==> src/rtl/b16_sram_arb.sv <==
// b16_sram_arb: round-robin CPU/DMA arbiter and access sequencer for the
// asynchronous 16-bit eval-board SRAM. All SRAM-side outputs are registered.
//
// state  | meaning
// IDLE   | sample requests, arbitrate, latch the granted access
// SETUP  | address (and write data) driven, strobes high
// STROBE | rd_b or wr_b low for max(WAITS,1) cycles; read data captured on last edge
// HOLD   | strobes high, address/data held; ready or ack pulses
module b16_sram_arb #(
  parameter int l     = 16,
  parameter int WAITS = 2
) (
  input  logic         clk,
  input  logic         reset,
  input  logic [l-1:0] cpu_a,
  input  logic         cpu_r,
  input  logic [1:0]   cpu_w,
  input  logic [l-1:0] cpu_dout,
  output logic [l-1:0] cpu_din,
  output logic         cpu_ready,
  input  logic         dma_req,
  input  logic         dma_wr,
  input  logic [1:0]   dma_be,
  input  logic [l-1:0] dma_a,
  input  logic [l-1:0] dma_dout,
  output logic [l-1:0] dma_din,
  output logic         dma_ack,
  output logic [l-1:0] sram_a,
  output logic [l-1:0] sram_do,
  output logic         sram_oe,
  input  logic [l-1:0] sram_di,
  output logic         rd_b,
  output logic         wr_b,
  output logic         ble_b,
  output logic         bhe_b
);

  localparam int NW = (WAITS < 1) ? 1 : WAITS;
  localparam int CW = (NW > 1) ? $clog2(NW) : 1;
  localparam logic [CW-1:0] CNT_LOAD = CW'(NW - 1);

  typedef enum logic [1:0] {IDLE, SETUP, STROBE, HOLD} state_t;

  state_t        state, state_nxt;
  logic [CW-1:0] cnt, cnt_nxt;
  logic          gnt_dma, gnt_dma_nxt;
  logic          last_dma, last_dma_nxt;
  logic          wr_q, wr_nxt;
  logic [1:0]    be_q, be_nxt;
  logic          cpu_req;
  logic          grant;
  logic          sel_dma;
  logic          unused_a0;

  assign cpu_req   = cpu_r | (|cpu_w);
  assign unused_a0 = cpu_a[0] ^ dma_a[0];

  always_comb begin
    state_nxt    = state;
    cnt_nxt      = cnt;
    gnt_dma_nxt  = gnt_dma;
    last_dma_nxt = last_dma;
    wr_nxt       = wr_q;
    be_nxt       = be_q;
    grant        = 1'b0;
    sel_dma      = 1'b0;
    case (state)
      IDLE: begin
        if (cpu_req || dma_req) begin
          grant        = 1'b1;
          // on a tie the side that did not win last time goes first
          sel_dma      = dma_req && (!cpu_req || !last_dma);
          gnt_dma_nxt  = sel_dma;
          last_dma_nxt = sel_dma;
          wr_nxt       = sel_dma ? dma_wr : (|cpu_w);
          be_nxt       = sel_dma ? dma_be : cpu_w;
          state_nxt    = SETUP;
        end
      end
      SETUP: begin
        cnt_nxt   = CNT_LOAD;
        state_nxt = STROBE;
      end
      STROBE: begin
        if (cnt == '0) state_nxt = HOLD;
        else           cnt_nxt   = cnt - 1'b1;
      end
      HOLD:    state_nxt = IDLE;
      default: state_nxt = IDLE;
    endcase
  end

  always_ff @(posedge clk) begin
    if (reset) begin
      state     <= IDLE;
      cnt       <= '0;
      gnt_dma   <= 1'b0;
      last_dma  <= 1'b1;
      wr_q      <= 1'b0;
      be_q      <= 2'b00;
      sram_a    <= '0;
      sram_do   <= '0;
      sram_oe   <= 1'b0;
      rd_b      <= 1'b1;
      wr_b      <= 1'b1;
      ble_b     <= 1'b1;
      bhe_b     <= 1'b1;
      cpu_ready <= 1'b0;
      dma_ack   <= 1'b0;
      cpu_din   <= '0;
      dma_din   <= '0;
    end else begin
      state    <= state_nxt;
      cnt      <= cnt_nxt;
      gnt_dma  <= gnt_dma_nxt;
      last_dma <= last_dma_nxt;
      wr_q     <= wr_nxt;
      be_q     <= be_nxt;
      if (grant) begin
        sram_a <= {1'b0, (sel_dma ? dma_a[l-1:1] : cpu_a[l-1:1])};
        if (wr_nxt) sram_do <= sel_dma ? dma_dout : cpu_dout;
      end
      // outputs are decoded from the next state so the pins come straight from flops
      sram_oe   <= wr_nxt && (state_nxt != IDLE);
      rd_b      <= !((state_nxt == STROBE) && !wr_nxt);
      wr_b      <= !((state_nxt == STROBE) && wr_nxt);
      ble_b     <= !((state_nxt == STROBE) && (!wr_nxt || be_nxt[0]));
      bhe_b     <= !((state_nxt == STROBE) && (!wr_nxt || be_nxt[1]));
      cpu_ready <= (state_nxt == HOLD) && !gnt_dma_nxt;
      dma_ack   <= (state_nxt == HOLD) && gnt_dma_nxt;
      if ((state == STROBE) && (cnt == '0) && !wr_q) begin
        if (gnt_dma) dma_din <= sram_di;
        else         cpu_din <= sram_di;
      end
    end
  end

endmodule

==> config.mk <==
export PLATFORM = sky130hd
export DESIGN_NAME = b16_sram_arb
export DESIGN_NICKNAME = d
export VERILOG_FILES = /design/src/rtl/b16_sram_arb.sv
export SDC_FILE = /design/constraint.sdc
export NUM_CORES = 1
export LEC_CHECK = 0
export ABC_AREA = 1
export CORE_AREA = 2 2 166 87
export CTS_BUF_LIST = sky130_fd_sc_hd__clkbuf_4 sky130_fd_sc_hd__clkbuf_8 sky130_fd_sc_hd__clkbuf_16
export CTS_CLUSTER_SIZE = 12
export DETAILED_ROUTE_END_ITERATION = 8
export DIE_AREA = 0 0 168 89
export GPL_ROUTABILITY_DRIVEN = 0
export PLACE_DENSITY_LB_ADDON = 0.12
export SETUP_SLACK_MARGIN = 0.05
export SYNTH_ARGS = -nofsm -noshare
export SYNTH_HDL_FRONTEND = slang
export SYNTH_SLANG_ARGS = --single-unit
==> constraint.sdc <==
create_clock -name clk -period 1.35 [get_ports clk]
set_input_delay 0.27 -clock clk [delete_from_list [all_inputs] [get_ports clk]]
set_output_delay 0.27 -clock clk [all_outputs]
set_load 0.05 [all_outputs]
# After elaboration in Yosys (flattened, before gate mapping)

Index checks and enable logic that the tools add are counted.

Output and inout bits: 71
Register bits after elaboration: 78
Bits of input ports: 89

Eq/ne operators: 5
Muxes and demuxes: 19
Bitwise operators: 3
Reductions and logical operators: 31
Add/sub/neg operators: 1

Operator list:

| cell                  | count |
|---|---|
| $mux W16              | 1 |
| $mux W15              | 1 |
| $logic_and A1 B1 Y1   | 10 |
| $mux W1               | 10 |
| $mux W2               | 5 |
| $logic_not A1 Y1      | 9 |
| $eq A2 B2 Y1 const B  | 4 |
| $pmux W2 S4           | 1 |
| $reduce_and A2 Y1     | 4 |
| $logic_or A1 B1 Y1    | 4 |
| $reduce_bool A2 Y1    | 2 |
| $eq A2 B1 Y1 const B  | 1 |
| $logic_not A2 Y1      | 1 |
| $not A1 Y1            | 2 |
| $pmux W1 S2           | 1 |
| $reduce_or A2 Y1      | 1 |
| $or A1 B1 Y1          | 1 |
| $sub A1 B1 Y1 const B | 1 |

# Logic depth before layout (Yosys ltp)

Word-level depth: 12
Gate-level depth with buffers: 10

# Worst setup path before layout

Ideal clock, no wire load.

Path kind: register -> register
Start point: register state[0]
End point: register cpu_din[10]
Required time: 1234 ps
Setup slack: -121 ps
Arrival time: 1354 ps
Buffers on the path: 1
Stages on the path, launching flop included: 9
Cell sequence: dfxtp_1 > inv_1 > ha_1 > nand3_1 > nor2_1 > inv_1 > buf_2 > nor2_1 > nor2_1

Longest elaborated chain between the ends: 4

Ends and longest elaborated chain:

| item                              | line | text |
|---|---|---|
| from (decl)                       | 44   | `state_t state, state_nxt;` |
| from (signal assigned)            | 113  | `state <= state_nxt;` |
| $eq A2 B2 Y1                      | 131  | `if ((state == STROBE) && (cnt == '0) && !wr_q) begin` |
| $logic_and A1 B1 Y1 (2 in series) | 131  |  |
| $reduce_and A2 Y1 (no line)       | -    |  |
| to (signal assigned)              | 133  | `else cpu_din <= sram_di;` |
| to (decl)                         | 19   | `output logic [l-1:0] cpu_din,` |

No other way between the ends.
A chain may end at the register's enable or synchronous reset.

# Worst setup path in the final report

Start point: register state[0]
End point: register sram_do[8]

Longest elaborated chain between the ends: 3
Elaborated cells between the ends (all ways): 6

Ends and longest elaborated chain:

| item                                                 | line | text |
|---|---|---|
| $logic_not A2 Y1 (*)                                 | 67   | `case (state)` |
| $mux W1                                              | 67   |  |
| $mux W16 / $reduce_and A2 Y1 (equally long branches) | -    |  |
| to (signal assigned)                                 | 121  | `if (wr_nxt) sram_do <= sel_dma ? dma_dout : cpu_dout;` |
| to (decl)                                            | 29   | `output logic [l-1:0] sram_do,` |

Mark *: on every way between the ends. The rest lies on a longest branch, timed or not.

==> load_flow_metrics.sql <==
INSERT INTO impl_metrics (metric_group, metric, value, unit) VALUES
('routing', 'drc', '0', ''),
('worst_setup_path', 'r2r_cells', '9', ''),
('logic_synthesis', 'netlist_top_cells_area', 'sky130_fd_sc_hd__dfxtp_1, sky130_fd_sc_hd__nor2_1, sky130_fd_sc_hd__nand2_1', ''),
('logic_synthesis', 'synth_top_area_share', '47.0', '%'),
('worst_setup_path', 'crit_type', 'reg -> reg', ''),
('grt', 'grt_max_degree', '40', ''),
('finish', 'syn2layout_area_growth', '110', '%'),
('worst_setup_path', 'critical_path.cell_chain', 'inv_4 > ha_4 > nand3_4 > buf_6 > clkbuf_16 > nand2_1 > nand2_2 > nor2_4 > nor2_1', ''),
('routing', 'routed_len_inst', '13.4', 'microns'),
('placement', 'count_of_buffers_from_port_buffering', '156', ''),
('floorplanning', 'rows', '30', ''),
('worst_hold_path', 'hold_class', 'in -> reg', ''),
('finish', 'post_route_cells_drive_above_1_share', '34.5', '%'),
('worst_setup_path', 'timing.rr.end', 'sram_do[8]$_SDFFE_PP0P_', ''),
('routing', 'drt_pass1_iterations', '5', ''),
('sta', 'clock-skew-final', '8.77', 'ps'),
('routing', 'drt-total-wl', '11300', 'microns'),
('floorplanning', 'die_width', '168', 'microns'),
('clock_network', 'cts.hold.buffers_added', '0', ''),
('finish', 'layout.cells.most_common_list', 'sky130_fd_sc_hd__nor2_1, sky130_fd_sc_hd__clkdlybuf4s50_1, sky130_fd_sc_hd__buf_12', ''),
('clock_network', 'master_cell_of_the_clock_root_buffer', 'sky130_fd_sc_hd__clkbuf_16', ''),
('worst_setup_path', 'regToRegSetupSlack', '-30', 'ps'),
('worst_setup_path', 'critical_path_arrival', '1610', 'ps'),
('finish', 'antenna_cells', '0', ''),
('worst_hold_path', 'whs_endpoint', 'last_dma$_SDFFE_PP1N_', ''),
('outcome', 'violations', 'negative setup slack', ''),
('logic_synthesis', 'ys_async_sr_fraction', '0', '%'),
('routing', 'top_signal_layer_used', 'met4', ''),
('routing', 'drtIter0Drc', '102', ''),
('clock_network', 'reg_clk_slew_reported_paths', '60', 'ps'),
('routing', 'route.vias.total', '3582', ''),
('sta', 'period_needed', '1380', 'ps'),
('sta', 'finalSetupViolations', '12', ''),
('clock_network', 'tritoncts', 'done', ''),
('sta', 'final-hold-violation-count', '0', ''),
('floorplanning', 'core_region_area', '0.0133', 'sq mm'),
('clock_network', 'clock_latency', '330', 'ps'),
('worst_setup_path', 'timing.critical_path.slowest_stage_cell', 'sky130_fd_sc_hd__dfxtp_2', ''),
('grt', 'global_route.usage.total', '15.0', '%'),
('logic_synthesis', 'synth_edf_count', '0', ''),
('routing', 'routed_met1_length', '4950', 'microns'),
('worst_setup_path', 'highest_net_fanout_along_the_worst_path', '8', ''),
('clock_network', 'numCtsBuffers', '9', ''),
('clock_network', 'tritoncts_sinks', '78', ''),
('grt', 'grt_pass1_wl', '17700', 'microns'),
('logic_synthesis', 'syn_inst', '469', ''),
('routing', 'final_antenna_net_count', '0', ''),
('power', 'report.power.total', '13900', 'uW'),
('sta', 'final.period_utilization', '102', '%'),
('worst_setup_path', 'largest_incremental_delay_on_the_critical_path', '330', 'ps'),
('floorplanning', 'dieHeight', '89', 'microns'),
('power', 'cellLeakagePower', '0.00299', 'uW'),
('worst_setup_path', 'r2r_start', 'state[0]$_SDFF_PP0_', ''),
('flow_run', 'drv.max_cap_violation_count', '0', ''),
('routing', 'met3WireLength', '820', 'microns'),
('logic_synthesis', 'average_cell_area_after_synthesis', '7.08', 'sq um'),
('clock_network', 'cts-htree-levels', '3', ''),
('logic_synthesis', 'postSynthNetCount', '561', ''),
('finish', 'numnets_final', '756', ''),
('sta', 'clock.fmax', '725', 'MHz'),
('logic_synthesis', 'synth_top_area_cell', 'sky130_fd_sc_hd__dfxtp_1', ''),
('routing', 'detail_route.vias_per_cell', '4.24', ''),
('grt', 'number_of_global_route_vias_before_repair', '3557', ''),
('outcome', 'status', 'finished with violations', ''),
('sta', 'max_transition_viols_final', '0', ''),
('floorplanning', 'fp.dieArea', '0.0150', 'sq mm'),
('sta', 'fin_ws', '-29.3', 'ps'),
('grt', 'grt_remaining_overflow', '0', ''),
('finish', 'finish.utilization', '52.4', '%'),
('floorplanning', 'num_io_pins', '160', ''),
('worst_setup_path', 'critPathCaptureType', 'flop', '');
==> registers in the layout, indices dropped and copies added (netlist names), 2 cells and up <==
register / cells
state: 2
be_q: 2
sram_do: 16
dma_din: 16
cpu_din: 16
sram_a: 15
==> synth_stat cells, types with 2 or more instances <==
master,number
sky130_fd_sc_hd__nand2_1,100
sky130_fd_sc_hd__dfxtp_1,78
sky130_fd_sc_hd__or2_0,6
sky130_fd_sc_hd__buf_4,3
sky130_fd_sc_hd__o21ai_0,61
sky130_fd_sc_hd__inv_1,32
sky130_fd_sc_hd__ha_1,3
sky130_fd_sc_hd__nand2_4,2
sky130_fd_sc_hd__clkbuf_1,8
sky130_fd_sc_hd__nor2_1,107
sky130_fd_sc_hd__buf_2,9
sky130_fd_sc_hd__a21oi_1,17
sky130_fd_sc_hd__inv_2,2
sky130_fd_sc_hd__or2_1,2
sky130_fd_sc_hd__or2_2,9
sky130_fd_sc_hd__o21ai_1,4
sky130_fd_sc_hd__nand3_1,13
sky130_fd_sc_hd__buf_6,4
==> repair_timing <==
action / 4_1_cts / 5_1_grt
endpoints found under the setup margin: 49 / 73
pin swaps: 27 / 29
buffers inserted: 16 / 2
gates cloned: 5 / 3
resized for setup: 82 / 71
==> cell families after synthesis <==
group,synth area share [%]
adders and majority gates,1.13
DFF,47.0
AOI/OAI and AO/OA,12.8
and+or+nand+nor,30.5
buffers and inverters,8.44
other,0.113
==> final cells by class <==
type	instances	area, sq um
Timing Repair Buffer	209	2950
Tap cell	176	220
Sequential cell	78	1570
Inverter	35	156
Clock inverter	7	56.3
Multi-Input combinational cell	331	1810
Fill cell	1212	6340
Clock buffer	9	225
==> layer usage <==
metal	vias up	GRT usage, %
met3	7	5.49
met2	96	26.5
met5	-	0
li1	1855	-
met1	1624	17.9
met4	0	3.08
==> critical path, delay by kind of cell (launching register included) <==
kind | cells | cell delay (ps)
AND/OR/NAND/NOR | 5 | 380
flip-flops | 1 | 330
adder cells (fa/ha/maj) | 1 | 170
buffers and inverters | 3 | 390
==> worst max path at each step <==
stage                     cells after the start           startpoint  slack [ps]                      end
after floorplan                               8  state[0]$_SDFF_PP0_          30         bhe_b$_SDFF_PP1_
after global placement                       10             cpu_w[1]        -490  sram_do[4]$_SDFFE_PP0P_
after detailed placement                     10             cpu_w[1]        -540  sram_do[3]$_SDFFE_PP0P_
after CTS                                    10  state[0]$_SDFF_PP0_         -10  sram_do[5]$_SDFFE_PP0P_
after global routing                         10  state[0]$_SDFF_PP0_        -100  sram_do[3]$_SDFFE_PP0P_
final                                         9  state[0]$_SDFF_PP0_         -30  sram_do[8]$_SDFFE_PP0P_
==> power by group <==
group          total (uW)  switching [uW]  internal (uW)
Combinational        8140            4120           4020
Clock                2280            1010           1260
Sequential           3490             565           2920
==> through the flow <==
step	std cells	hold slack, ps	setup TNS (ps)	instance area (sq um)	setup slack, ps
after floorplan	469	405	0	3380	31.7
after global placement	804	523	-20740	5990	-485
after detailed placement	804	531	-22300	5990	-542
after CTS	841	511	-52.0	6760	-10.7
after global routing	845	542	-2780	6980	-103
final	845	476	-211	6980	-29.3
Note: power is estimated with default switching activity, not from simulation.
